File: config.mk
export PLATFORM = sky130hd
export DESIGN_NAME = change_payout_controller
export DESIGN_NICKNAME = d
export VERILOG_FILES = /design/src/rtl/change_payout_controller.sv
export SDC_FILE = /design/constraint.sdc
export NUM_CORES = 1
export LEC_CHECK = 0
export BUFFER_PORTS_ARGS = -buffer_cell sky130_fd_sc_hd__buf_2
export CORE_MARGIN = 10
export CORE_UTILIZATION = 57
export DETAILED_ROUTE_END_ITERATION = 10
export GPL_TIMING_DRIVEN = 0
export PLACE_DENSITY = 0.88
export SYNTH_ARGS = -nofsm -noshare
export SYNTH_HDL_FRONTEND = slang
export SYNTH_SLANG_ARGS = --single-unit
File: constraint.sdc
create_clock -name clock -period 6 [get_ports clock]
set_input_delay 0.9 -clock clock [delete_from_list [all_inputs] [get_ports clock]]
set_output_delay 0.9 -clock clock [all_outputs]
set_load 0.03 [all_outputs]
File: src/rtl/change_payout_controller.sv
// Coin-out controller: pays an amount as Rs10/Rs5 hopper ejects and keeps the coin inventory.
// Optional ack watchdog / hopper_jam flag enabled by defining PAYOUT_TIMEOUT_EN.
module change_payout_controller #(
  parameter int AMT_W       = 8,
  parameter int CNT_W       = 6,
  parameter int INIT_FIVE   = 20,
  parameter int INIT_TEN    = 20,
  parameter int ACK_TIMEOUT = 15
) (
  input  logic             clock,
  input  logic             reset,
  input  logic             payout_req,
  input  logic [AMT_W-1:0] payout_amount,
  input  logic             coin_ack,
  input  logic             refill_five,
  input  logic             refill_ten,
  output logic             eject_five,
  output logic             eject_ten,
  output logic             busy,
  output logic             payout_done,
  output logic             payout_short,
  output logic [AMT_W-1:0] remaining,
  output logic [CNT_W-1:0] five_count,
  output logic [CNT_W-1:0] ten_count,
  output logic             hopper_jam
);

`ifdef PAYOUT_TIMEOUT_EN
  localparam bit TIMEOUT_EN = 1'b1;
`else
  localparam bit TIMEOUT_EN = 1'b0;
`endif

  localparam int               WD_W     = $clog2(ACK_TIMEOUT + 1);
  localparam logic [WD_W-1:0]  WD_LAST  = WD_W'(ACK_TIMEOUT - 1);
  localparam logic [AMT_W-1:0] TEN_AMT  = AMT_W'(10);
  localparam logic [AMT_W-1:0] FIVE_AMT = AMT_W'(5);
  localparam logic [CNT_W-1:0] CNT_MAX  = {CNT_W{1'b1}};

  typedef enum logic [2:0] {IDLE, SELECT, WAIT_ACK, DONE, SHORT} state_t;

  state_t             state_reg, state_next;
  logic [AMT_W-1:0]   remaining_reg, remaining_next;
  logic               coin_ten_reg, coin_ten_next;
  logic               issued_reg;
  logic [WD_W-1:0]    wd_reg, wd_next;
  logic               jam_reg, jam_next;
  logic               busy_reg, done_reg, short_reg;
  logic               eject_five_reg, eject_ten_reg;
  logic               dec_five, dec_ten;
  logic [1:0]         inc_vec, dec_vec;
  logic [1:0][CNT_W-1:0] count_vec;

  always_comb begin
    state_next     = state_reg;
    remaining_next = remaining_reg;
    coin_ten_next  = coin_ten_reg;
    wd_next        = '0;
    jam_next       = jam_reg;
    dec_five       = 1'b0;
    dec_ten        = 1'b0;
    case (state_reg)
      IDLE: begin
        if (payout_req) begin
          remaining_next = payout_amount;
          jam_next       = 1'b0;
          state_next     = SELECT;
        end
      end
      SELECT: begin
        if (remaining_reg == '0) begin
          state_next = DONE;
        end else if (remaining_reg >= TEN_AMT && count_vec[1] != '0) begin
          coin_ten_next = 1'b1;
          state_next    = WAIT_ACK;
        end else if (remaining_reg >= FIVE_AMT && count_vec[0] != '0) begin
          coin_ten_next = 1'b0;
          state_next    = WAIT_ACK;
        end else begin
          state_next = SHORT;
        end
      end
      WAIT_ACK: begin
        // An ack is only meaningful once the eject pulse has actually gone out.
        if (issued_reg && coin_ack) begin
          remaining_next = remaining_reg - (coin_ten_reg ? TEN_AMT : FIVE_AMT);
          dec_ten        = coin_ten_reg;
          dec_five       = !coin_ten_reg;
          state_next     = SELECT;
        end else if (issued_reg) begin
          if (TIMEOUT_EN && wd_reg == WD_LAST) begin
            jam_next   = 1'b1;
            state_next = SHORT;
          end else begin
            wd_next = wd_reg + 1'b1;
          end
        end
      end
      DONE:    state_next = IDLE;
      SHORT:   state_next = IDLE;
      default: state_next = IDLE;
    endcase
  end

  always_ff @(posedge clock) begin
    if (reset) begin
      state_reg      <= IDLE;
      remaining_reg  <= '0;
      coin_ten_reg   <= 1'b0;
      issued_reg     <= 1'b0;
      wd_reg         <= '0;
      jam_reg        <= 1'b0;
      busy_reg       <= 1'b0;
      done_reg       <= 1'b0;
      short_reg      <= 1'b0;
      eject_five_reg <= 1'b0;
      eject_ten_reg  <= 1'b0;
    end else begin
      state_reg      <= state_next;
      remaining_reg  <= remaining_next;
      coin_ten_reg   <= coin_ten_next;
      wd_reg         <= wd_next;
      jam_reg        <= TIMEOUT_EN ? jam_next : 1'b0;
      busy_reg       <= (state_next != IDLE);
      // Pulses are registered decodes of the state being left, one cycle behind it.
      issued_reg     <= (state_reg == WAIT_ACK) && (state_next == WAIT_ACK);
      eject_ten_reg  <= (state_reg == WAIT_ACK) && !issued_reg && coin_ten_reg;
      eject_five_reg <= (state_reg == WAIT_ACK) && !issued_reg && !coin_ten_reg;
      done_reg       <= (state_reg == DONE);
      short_reg      <= (state_reg == SHORT);
    end
  end

  assign inc_vec = {refill_ten, refill_five};
  assign dec_vec = {dec_ten, dec_five};

  genvar gi;
  generate
    for (gi = 0; gi < 2; gi++) begin : g_inv
      localparam logic [CNT_W-1:0] INIT_CNT = CNT_W'(gi == 0 ? INIT_FIVE : INIT_TEN);
      logic [CNT_W-1:0] cnt_reg;
      always_ff @(posedge clock) begin
        if (reset) begin
          cnt_reg <= INIT_CNT;
        end else if (inc_vec[gi] && !dec_vec[gi] && cnt_reg != CNT_MAX) begin
          cnt_reg <= cnt_reg + 1'b1;
        end else if (dec_vec[gi] && !inc_vec[gi] && cnt_reg != '0) begin
          cnt_reg <= cnt_reg - 1'b1;
        end
      end
      assign count_vec[gi] = cnt_reg;
    end
  endgenerate

  assign eject_five   = eject_five_reg;
  assign eject_ten    = eject_ten_reg;
  assign busy         = busy_reg;
  assign payout_done  = done_reg;
  assign payout_short = short_reg;
  assign remaining    = remaining_reg;
  assign five_count   = count_vec[0];
  assign ten_count    = count_vec[1];
  assign hopper_jam   = jam_reg;

endmodule

# Yosys cells after proc, flatten, opt, wreduce, memory -nomap -nowiden

Index checks and enable logic that the tools add are counted.

Muxes and demuxes: 20
Add/sub/neg operators: 5
Equality and inequality tests: 9
Order comparisons: 2
Bitwise logic cells: 1
Reductions and logical operators: 32

Operators with widths:

| operator                                                                             | count |
|---|---|
| 6-bit two-way mux                                                                    | 4 |
| 8-bit two-way mux                                                                    | 2 |
| 8-bit one-hot mux with 2 select lines                                                | 1 |
| 1-bit logical AND                                                                    | 15 |
| 3-bit two-way mux                                                                    | 5 |
| 6-bit by 1-bit adder with 6-bit output (second input constant)                       | 2 |
| 6-bit inequality test (second input constant)                                        | 2 |
| 6-bit nonzero test                                                                   | 2 |
| 6-bit by 1-bit subtractor with 6-bit output (second input constant)                  | 2 |
| 3-bit by 2-bit == test with 1-bit output (second input constant)                     | 3 |
| 3-bit one-hot mux with 3 select lines                                                | 1 |
| 8-bit by 3-bit greater-or-equal comparator with 1-bit output (second input constant) | 1 |
| 8-bit by 4-bit greater-or-equal comparator with 1-bit output (second input constant) | 1 |
| 8-bit logical NOT                                                                    | 1 |
| 2-bit nonzero test                                                                   | 4 |
| 8-bit by 4-bit subtractor with 8-bit output                                          | 1 |
| 1-bit logical NOT                                                                    | 6 |
| 1-bit two-way mux                                                                    | 6 |
| 3-bit AND reduction                                                                  | 2 |
| 4-bit two-way mux                                                                    | 1 |
| 2-bit inequality test (second input constant)                                        | 2 |
| 3-bit by 1-bit == test with 1-bit output (second input constant)                     | 1 |
| 3-bit == test (second input constant)                                                | 1 |
| 3-bit logical NOT                                                                    | 1 |
| other kinds (2)                                                                      | 2 |

Logic and storage cells: 80
Output and inout bits: 26
Bits in registers: 30

# Longest topological paths before layout

Gate-level depths: netlist of run 1.

Word-level depth: 8
Mapped depth: 10

# Worst setup path after synthesis of run 1

No wires, ideal clock.

Kind: input to register
From: input port coin_ack
To: register g_inv[1].cnt_reg[5] (netlist: ten_count[5])
Setup time: 0.123 ns
Stages: 9
Arrival: 2.920 ns
Setup slack: 2.957 ns
Data required time: 5.877 ns
Cells stage by stage: and2_1 -> nand3_4 -> or2b_1 -> ha_1 -> a211oi_1 -> o21bai_1 -> a2111o_1 -> o21ai_2 -> mux2_1

Cells in the longest elaborated chain, start to end: 7
Elaborated cells between the ends (all ways): 10
Those cells by class: mux: 3; reduce/logical: 7

Ends and longest elaborated chain:

| what                                                           | RTL line | text |
|---|---|---|
| start, declared                                                | 14       | `input logic coin_ack,` |
| 1-bit logical AND (*)                                          | 85       | `if (issued_reg && coin_ack) begin` |
| 1-bit two-way mux (*)                                          | 85       |  |
| 1-bit two-way mux (*)                                          | 62       | `case (state_reg)` |
| 1-bit logical NOT                                              | 145      | `end else if (inc_vec[gi] && !dec_vec[gi] && cnt_reg != CNT_MAX) begin` |
| 1-bit logical AND (2 in series)                                | 145      |  |
| 6-bit two-way mux / 2-bit nonzero test (equally long branches) | --       |  |
| end signal, assigned                                           | 146      | `cnt_reg <= cnt_reg + 1'b1;` |
| end signal, assigned                                           | 148      | `cnt_reg <= cnt_reg - 1'b1;` |
| end, declared                                                  | 141      | `logic [CNT_W-1:0] cnt_reg;` |

Mark *: on every way between the ends. The rest lies on a longest branch, timed or not.
A chain may end at the register's enable or synchronous reset.

# Final worst setup path of run 1

From: register state_reg[1]
To: register g_inv[1].cnt_reg[5] (netlist: ten_count[5])

Cells in the longest elaborated chain, start to end: 6
Elaborated cells between the ends (all ways): 9
Those cells by class: eq/ne: 1; mux: 2; reduce/logical: 6

Ends and longest elaborated chain:

| what                                                           | RTL line | text |
|---|---|---|
| start, declared                                                | 42       | `state_t state_reg, state_next;` |
| start signal, assigned                                         | 119      | `state_reg <= state_next;` |
| 3-bit by 2-bit == test with 1-bit output (*)                   | 62       |  |
| 1-bit two-way mux (*)                                          | 62       |  |
| 1-bit logical NOT                                              | 145      |  |
| 1-bit logical AND (2 in series)                                | 145      |  |
| 6-bit two-way mux / 2-bit nonzero test (equally long branches) | --       |  |

Marked as above.

==> impl_results.md, run 1 <==
- Total of endpoints with negative setup slack in the final report: 0
- Sequential share of the synthesized area: 31.1%
- WHS: 478 ps
- CP Max Fanout: 9
- Fmax: 337 MHz
- Post-detailed-route via-to-cell ratio: 5.71
- Syn Nets: 244
- Number of rows in the core area: 21
- Detail Route Antenna Nets: 0
- Mapped Avg Cell Area: 8.99 sq um
- First-pass detailed-route iteration total: 4
- Violation count after the first detailed-routing iteration: 121
- Placed inst area: 2180 sq um
- Fraction of registers with async set/reset: 0%
- Remaining design rule violation count: 0
- Post-route clock period utilization: 49.5%
- Area Overhead vs Synth: 15.9%
- Cell type contributing the most total cell area after synthesis: dfxtp_1
- Sort of element at the end of the critical path: register
- HPWL Detailed: 3380 um
- Total negative slack for setup checks: 0 ps
- Power density of the placed cells: 316 nW/um^2
- Routed len/inst: 14.4 um
- Flip-flop count of the largest register after layout: 8
- Max H-tree Level: 2
- Data arrival time of the worst path: 3200 ps
- Boundary pin count: 40
- Die W: 78.2 um
- Status: finished clean
- Count of pins over their slew limit: 0
- Buffers added on ports: 38
- IR drop worst, VDD: 0.145 mV
- Starting density of the core: 58.4%
- Clock transition time at the flip-flop clock pins of the worst setup and hold paths: 100 ps
- Gpl congestion: 0.864
- Fraction of layout instances using a drive strength above 1: 23.8%
- Total Nets Final: 289
- Antenna violations before repair: 0
- Overflow after GRT: 0
- Root buffer cell: clkbuf_4
- Cts hold-fix bufs: 0
- Setup crit start kind: register
- Worst Setup Path Type: register to register
- Most frequently used flop master after synthesis: dfxtp_1
- Time the final worst path needs with I/O delays and setup: 2970 ps
- Final hold violation count: 0
- Floorplan core area: 3310 sq um
- Count of clock tree sinks: 30
- Flop and latch count out of synthesis: 30
- CTS max path bufs: 2
- Post-CTS Resized: 0
- Number of warnings printed during yosys synthesis: 0
- Number of clock buffers inserted by TritonCTS: 5
- Post-CTS Setup Bufs: 0
- Fraction of post-synthesis cell area in the top cell type by area: 31.1%
- TritonCTS clock tree: built
- Slew @ Worst Pin: 537 ps
- Die outline height: 78.2 um
- Static leakage: 0.000992 uW
- Maximum number of pins on one net before global-route repair: 11
- Global routing usage summed across all routing layers: 14.6%
- Area of the mapped netlist: 1930 sq um
- Vias post-DR: 1,754
- Die ar.: 6120 sq um
- Clock latency reported for the late side of the worst-skew pair: 340 ps
- Number of enable-type register cells in the synthesized netlist: 0
- Max transition margin: 64.2%
- Diodes inserted: 0
- Ranking of synthesized cells by area: dfxtp_1 (31%), ha_1 (7.8%), nor2_1 (4.7%), mux2i_1 (4.1%), a21oi_1 (3.6%)
- RSZ-0062 raised after global routing: false
- First-pass GRT wire length: 7450 um
- Unique cell type count in the Yosys netlist: 57
- Vias in the first global route: 1,643
- Max-capacitance violation count: 0
- Total instance count after detailed placement: 299
- Worst Skew: 11.8 ps
- Final core occ: 67.7%
- Final Instance Area: 2240 sq um
- Cell Count, Final, Fillers Out: 307
- Instance count of the mapped netlist: 215
- Hold crit path type: register to register
- Overall routed net length: 4410 um
- Req. time, crit path: 6230 ps
==> layout by cell type (no fill, tap or decap), drive strengths merged, types with 4 or more instances in the layout <==
master / instances
mux2i: 9
nand3: 4
a21o: 5
o21ai: 8
xnor2: 6
nor2b: 6
a21oi: 14
nor3: 9
nor4: 4
clkbuf: 11
a211oi: 6
o21a: 4
nor2: 24
buf: 42
dfxtp: 30
nand2b: 7
inv: 6
ha: 12
nand2: 11
==> path summary, 6_finish.rpt <==
path	cells after the start	slack (ps)	startpoint	end
worst max-delay path	10	3030	state_reg[1]	ten_count[5]
worst min-delay path	1	480	issued_reg	eject_five
worst max register to register	10	3030	state_reg[1]	ten_count[5]
worst min register to register	1	480	issued_reg	eject_five
==> where the power goes <==
group          internal (uW)  switching, uW  leakage, uW
Clock                   56.7           69.7    0.0000353
Sequential               229           37.1     0.000247
Combinational            127            190     0.000709
==> cell type report <==
class | count | area (sq um)
Clock inverter | 1 | 5.00
Fill cell | 295 | 1070
Multi-Input combinational cell | 171 | 1260
Clock buffer | 7 | 55.1
Sequential cell | 30 | 601
Timing Repair Buffer | 38 | 190
Buffer | 8 | 50.0
Tap cell | 46 | 57.6
Inverter | 6 | 22.5
==> kinds of logic (layout without fill, tap and decap cells) <==
family | after synthesis | in the layout | share of synthesized area [%]
simple gates | 77 | 77 | 22.0
compound gates | 58 | 58 | 21.2
flops | 30 | 30 | 31.1
fa+ha+maj | 15 | 15 | 10.9
buf+inv | 14 | 60 | 3.75
mux | 12 | 12 | 7.25
xor+xnor | 8 | 8 | 3.62
other cells | 1 | 1 | 0.194
==> synthesized netlist by cell type, drive strengths merged, types with 2 or more instances <==
| cell | count |
|---|---|
| a2111oi | 2 |
| a211o | 2 |
| a211oi | 6 |
| a21o | 5 |
| a21oi | 14 |
| a22oi | 2 |
| a31o | 2 |
| and3 | 3 |
| buf | 4 |
| clkbuf | 4 |
| dfxtp | 30 |
| fa | 3 |
| ha | 12 |
| inv | 6 |
| mux2 | 3 |
| mux2i | 9 |
| nand2 | 11 |
| nand2b | 7 |
| nand3 | 4 |
| nand4 | 2 |
| nor2 | 24 |
| nor2b | 6 |
| nor3 | 9 |
| nor3b | 2 |
| nor4 | 4 |
| o21a | 4 |
| o21ai | 8 |
| o21bai | 3 |
| o221ai | 2 |
| xnor2 | 6 |
| xor2 | 2 |
==> critical path, stage by stage (launching register included) <==
cell      delay (ps)
dfxtp_1          340
buf_6            130
nor3b_4          420
nand3_4          150
or2b_1           330
ha_1             290
a211oi_1         240
o21bai_1         120
a2111o_1         430
o21ai_2           70
mux2_1           320
==> metrics by stage <==
stage / power [uW] / setup slack [ps]
after detailed placement: 586 / 2690
final: 709 / 3030
after global placement: 577 / 2700
after CTS: 713 / 3040
after global routing: 762 / 2800
after floorplan: 510 / 2960
==> metal layers <==
metal / track usage [%] / routed length [um]
met5: 0 / 0
met4: 7.53 / 111
met3: 4.44 / 305
met2: 22.8 / 2020
met1: 17.7 / 1970
(Power assumes the default switching activity.)
==> run 2: changes to the inputs <==
ABC_AREA = 1   (was unset)
CORE_UTILIZATION = 50   (was 57)
PLACE_DENSITY = 0.81   (was 0.88)
clock period = 2.6 ns   (was 6 ns; I/O delays follow)
==> run 2 against run 1 <==
Against the previous run:
- worst hold slack worse by 120 ps
- flip-flop and latch count unchanged
- clock power rose to 3.1 times the previous value
- core utilization down 5.6 points
- via count up 16%
- combinational power up 99%
- setup slack worse by 2500 ps
- sequential share of layout area down 1.2 points
- synthesized cell count up 40%
- count of clock-buffer cells in the layout unchanged
- clock skew down 7.4 ps
- critical endpoint unchanged
==> impl_results.md, run 2 <==
- Max H-tree Level: 2
- Static leakage: 0.00122 uW
- Kind of cell adding the most delay to the critical path: simple AND/OR/NAND/NOR gates
- Stage delay of the slowest cell on the critical path: 520 ps
- Global routing usage summed across all routing layers: 14.5%
- TritonCTS clock tree: built
- Maximum number of pins on one net before global-route repair: 11
- Diodes inserted: 0
- Worst path cell trace: nand2_1, nor2_1, nand2_1, nand3_2, ha_1, a21oi_1, nand2_1, nor2_1, nand2_1, nand3_2, nand2_1, nand2_1, nor2_1
- Worst Skew: 4.38 ps
- Req. time, crit path: 2780 ps
- Die ar.: 6930 sq um
- Fraction of registers with async set/reset: 0%
- Instance count of the mapped netlist: 301
- Number of warnings printed during yosys synthesis: 0
- Count of clock tree sinks: 30
- RSZ-0062 raised after global routing: false
- Setup crit start kind: register
- Total instance count after detailed placement: 387
- Combined area of the multi-input logic cells: 1220 sq um
- Status: finished clean
- First-pass detailed-route iteration total: 4
- Time the final worst path needs with I/O delays and setup: 2070 ps
- Hold crit path type: input port to register
- CTS max path bufs: 2
- Post-route clock period utilization: 79.6%
- Syn Nets: 330
- HPWL Detailed: 3860 um
- Flip-flop count of the largest register after layout: 8
- CP max stage cell: dfxtp_1
- Levels on crit path: 13
- Violation count after the first detailed-routing iteration: 110
- Fraction of post-synthesis cell area in the top cell type by area: 30.0%
- Number of clock buffers inserted by TritonCTS: 5
- Total negative slack for setup checks: 0 ps
- Final core occ: 62.1%
- Crit path top cell by count: nand2_1
- Area Overhead vs Synth: 17.1%
- Overall routed net length: 4930 um
- Max-capacitance violation count: 0
- Cell type contributing the most total cell area after synthesis: dfxtp_1
- Count of pins over their slew limit: 0
- Most frequent cells in the layout: nand2_1 (71), nor2_1 (43), buf_2 (41), inv_1 (36), dfxtp_1 (30)
- Hold path cells: 3
- Buffers added on ports: 38
- Overflow after GRT: 0
- Die W: 83.3 um
- Total Nets Final: 375
- Floorplan core area: 3770 sq um
- Most frequently used cell type in the post-synthesis netlist: nand2_1
- Routed len/inst: 12.5 um
- CP Max Fanout: 9
- Vias post-DR: 2,039
- Data arrival time of the worst path: 2260 ps
- Sequential cell area: 601 sq um
- Unique cell type count in the Yosys netlist: 28
- Clock transition time at the flip-flop clock pins of the worst setup and hold paths: 70 ps
- Sort of element at the end of the critical path: register
- Antenna violations before repair: 0
- Detail Route Antenna Nets: 0
- Reg2Reg Depth: 13
- Most frequent cells after synthesis: nand2_1 (71), nor2_1 (43), inv_1 (36)
- Post-CTS Resized: 0
- Crit path buf inv count: 0
- Remaining design rule violation count: 0
- Cts hold-fix bufs: 0
- Gpl congestion: 0.894
- Starting density of the core: 53.1%
- Number of rows in the core area: 22
- Fraction of layout instances using a drive strength above 1: 19.6%
- Most frequently used flop master after synthesis: dfxtp_1
- Post-detailed-route via-to-cell ratio: 5.16
- Mapped Avg Cell Area: 6.65 sq um
- Clock latency reported for the late side of the worst-skew pair: 280 ps
- Boundary pin count: 40
- Final hold violation count: 0
- Vias in the first global route: 2,014
- First-pass GRT wire length: 8710 um
- IR drop worst, VDD: 0.368 mV
- Die outline height: 83.3 um
- Power density of the placed cells: 688 nW/um^2
- Number of filler cells placed in the layout: 349
- Total of endpoints with negative setup slack in the final report: 0
- Root buffer cell: clkbuf_8
- Sequential share of the synthesized area: 30.0%
- Worst Setup Path Type: register to register
- Post-CTS Setup Bufs: 0
- Area of the mapped netlist: 2000 sq um
- Leading cell type in the layout, fill and taps excluded: nand2_1
- Tot Pwr: 1610 uW
- Cell Count, Final, Fillers Out: 395
- Fmax: 483 MHz
- Number of enable-type register cells in the synthesized netlist: 0
- Flop and latch count out of synthesis: 30
- Ranking of synthesized cells by area: dfxtp_1 (30%), nand2_1 (13%), nor2_1 (8.1%), ha_1 (7.5%), inv_1 (6.8%)
==> run 2: cell type report <==
class	count	share of cell area (%)
flip-flops and latches	30	25.6
plain buffers	6	1.60
repair buffers	38	8.12
inverters	38	6.09
clock inverters	1	0.214
well taps	48	2.56
multi-input cells	227	52.1
clock buffers	7	3.69
==> run 2: cell families (layout without fill, tap and decap cells) <==
group / count (synthesis) / in the layout / share of synthesized area [%]
and+or+nand+nor: 166 / 166 / 37.8
buffers and inverters: 44 / 90 / 9.01
AOI/OAI and AO/OA: 41 / 41 / 10.7
DFF: 30 / 30 / 30.0
other: 1 / 1 / 0.187
xor gates and xnor gates: 4 / 4 / 1.75
adders and majority gates: 15 / 15 / 10.5
==> run 2: power breakdown <==
part / total (uW) / switching [uW] / internal, uW
Sequential: 585 / 69.0 / 516
Combinational: 630 / 409 / 221
Clock: 396 / 182 / 213
Total: 1610 / 660 / 950
==> run 2: tightest hold or removal path, cell delays in order <==
cell and delay (ps):
buf_2 80, a211oi_1 50, nor2_1 80
==> run 2: layer usage <==
layer / routed length (um) / GRT usage [%] / vias up
met3: 287 / 4.79 / 7
met4: 46 / 4.00 / 0
met2: 2440 / 25.0 / 51
met5: 0 / 0 / -
li1: - / - / 1059
met1: 2150 / 16.6 / 922
==> run 2: stage by stage <==
stage | setup WS (ps) | hold slack (ps) | cell area [sq um]
final | 529 | 353 | 2340
after global routing | 294 | 345 | 2340
after CTS | 540 | 341 | 2340
after detailed placement | 547 | 492 | 2250
after global placement | 577 | 489 | 2250
after floorplan | 601 | 468 | 2000
==> run 2: final timing paths <==
path	from	to	slack (ps)
max reg2reg	ten_count[0]	ten_count[5]	530
max	ten_count[0]	ten_count[5]	530
min	payout_amount[1]	remaining[1]	350
min reg2reg	state_reg[2]	payout_short	500
==> run 3: changes to the inputs <==
clock period = 1.9 ns   (was 2.6 ns; I/O delays follow)
==> run 3 against run 2 <==
Against the previous run:
- the flow now finishes with violations (negative setup slack)
- power is 57% higher
- clock skew is 1.1 ps lower
- count of clock-buffer cells in the layout is 2 lower
- sequential share of layout area is 2.3 points lower
- worst hold slack worse by 130 ps
- cell area is 17% higher
- setup slack worse by 660 ps
- non-clock buffer count is 18 higher
- highest routed layer unchanged
- via count is 7.8% higher
==> impl_results.md, run 3 (synthesis gave the netlist of run 2 again) <==
- Status: finished with violations
- Violated checks: negative setup slack
- Violation count after the first detailed-routing iteration: 158
- Number of clock buffers inserted by TritonCTS: 5
- IR drop worst, VDD: 0.495 mV
- Power density of the placed cells: 924 nW/um^2
- Int Power: 1510 uW
- First-pass detailed-route iteration total: 4
- Floorplan core area: 3770 sq um
- Overall routed net length: 6140 um
- Diodes inserted: 0
- Combined area of the multi-input logic cells: 1420 sq um
- First-pass GRT wire length: 9040 um
- Fmax: 493 MHz
- Worst-case setup slack after placement: -54.3 ps
- HP Start: payout_amount[1]
- Fraction of layout instances using a drive strength above 1: 36.4%
- CP max stage cell: dfxtp_1
- Reg2Reg Depth: 15
- Max H-tree Level: 2
- R2r setup slk: -130 ps
- RSZ-0062 raised after global routing: true
- Reg-to-reg critical path endpoint: five_count[5]
- Post-route clock period utilization: 107%
- Root buffer cell: clkbuf_8
- Proportion of power drawn by the clock network: 25.9%
- WHS: 227 ps
- Count of clock tree sinks: 30
- TritonCTS clock tree: built
- Leading cell type in the layout, fill and taps excluded: nand2_1
- Number of filler cells placed in the layout: 285
- Detail Route Antenna Nets: 0
- Die ar.: 6930 sq um
- Flip-flop count of the largest register after layout: 8
- Hold crit path type: input port to register
- Count of pins over their slew limit: 0
- Remaining design rule violation count: 0
- Endpoint of the worst hold-timing path: remaining[1]
- Clock latency reported for the late side of the worst-skew pair: 290 ps
- Placed inst area: 2250 sq um
- Area Overhead vs Synth: 36.8%
- Hold path cells: 3
- Global routing usage summed across all routing layers: 15.2%
- Post-route setup slack: -127 ps
- Req. time, crit path: 2090 ps
- Antenna violations before repair: 0
- Final Instance Area: 2740 sq um
- Crit path top cell by count: nand2_2
- Max-capacitance violation count: 0
- CTS max path bufs: 2
- Switching share of power: 40.3%
- Worst Setup Path Type: register to register
- Data arrival time of the worst path: 2220 ps
- Boundary pin count: 40
- Final hold violation count: 0
- RR Startpoint: five_count[5]
- Vias post-DR: 2,199
- Clock transition time at the flip-flop clock pins of the worst setup and hold paths: 70 ps
- Sort of element at the end of the critical path: register
- Worst path cell trace: nand2_1, nor2_1, nand2_2, nand3_4, ha_4, nand2_2, nand2_2, nand2_2, nand2_1, nor2_1, nand2_1, nand3_2, nand2_2, nand2_1, nor2_1
- Relative contribution of combinational cells to total power: 41.9%
- Vias in the first global route: 2,055
- Worst Skew: 3.23 ps
- Time the final worst path needs with I/O delays and setup: 2030 ps
- Total Nets Final: 393
- Overflow after GRT: 0
- HPWL Detailed: 3750 um
- Power share of the sequential group: 32.2%
- Buffers added on ports: 38
- Starting density of the core: 53.1%
- Crit path buf inv count: 0
- Routed len/inst: 14.9 um
- Maximum number of pins on one net before global-route repair: 11
- Post-detailed-route via-to-cell ratio: 5.32
- Sequential cell area: 638 sq um
- Stage delay of the slowest cell on the critical path: 390 ps
- Gpl congestion: 0.877
- Switching component of the power: 1020 uW
- Total of endpoints with negative setup slack in the final report: 1
- Final core occ: 72.6%
- CP Max Fanout: 7
- Setup crit start kind: register
- Kind of cell adding the most delay to the critical path: simple AND/OR/NAND/NOR gates
- Static leakage: 0.00135 uW
- Number of rows in the core area: 22
- Die W: 83.3 um
- Most frequent cells in the layout: nand2_1 (56), nor2_1 (43), buf_2 (41), inv_1 (34), nand3_1 (22)
- Die outline height: 83.3 um
[run 3: cell types whose count changed in the layout (fill, tap and decap cells not counted), sizes merged]
cell	delta
buf	+18
bufinv	+1
clkbuf	-2
clkinv	+1
[run 3: routing by layer]
| layer | up-vias | global-route usage, % | wire length [um] |
|---|---|---|---|
| li1 | 1104 | - | - |
| met1 | 1018 | 17.2 | 2640 |
| met2 | 64 | 26.3 | 3000 |
| met3 | 13 | 3.91 | 390 |
| met4 | 0 | 6.46 | 112 |
| met5 | - | 0 | 0 |
[run 3: final cells by class]
class | instances | area share (%)
Sequential cell | 30 | 23.3
Clock buffer | 5 | 2.51
Multi-Input combinational cell | 227 | 51.9
Inverter | 38 | 5.30
Timing Repair Buffer | 56 | 11.9
Buffer | 6 | 1.37
Clock inverter | 3 | 1.46
Tap cell | 48 | 2.19
[run 3: worst max path at each step]
stage,depth (start not counted),start,end
finish,15,five_count[5],five_count[5]
global route,15,five_count[5],five_count[5]
CTS,15,ten_count[0],ten_count[5]
detailed placement,12,coin_ten_reg,five_count[5]
global placement,12,coin_ten_reg,five_count[5]
floorplan,15,five_count[3],five_count[5]
[run 3: what timing repair did]
action | 4_1_cts | 5_1_grt
pin swaps | 1 | 19
buffers inserted | 1 | 17
hold buffers | 0 | 0
setup endpoints to repair | 5 | 9
cloned | 0 | 0
gates resized for setup | 12 | 48
[run 3: worst reg2reg max path, cell delays in order, from the launching register on]
cell	delay, ps
dfxtp_1	390
nand2_1	80
nor2_1	150
nand2_2	100
nand3_4	170
ha_4	260
nand2_2	70
nand2_2	60
nand2_2	80
nand2_1	50
nor2_1	130
nand2_1	100
nand3_2	120
nand2_2	60
nand2_1	60
nor2_1	50
[run 3: through the flow]
step           total power (uW)  std cells  TNS (ps)
2_1_floorplan              1460        301         0
3_3_place_gp               1650        387     -93.1
3_5_place_dp               1670        387      -166
4_1_cts                    2350        396         0
5_1_grt                    2700        413      -628
6_report                   2530        413      -127
[run 3: power groups by stage]
stage	Sequential [uW]	Clock (uW)	Combinational, uW
after floorplan	922	0	539
after global placement	814	0	840
after detailed placement	815	0	859
after CTS	810	648	888
after global routing	825	698	1180
final	814	656	1060
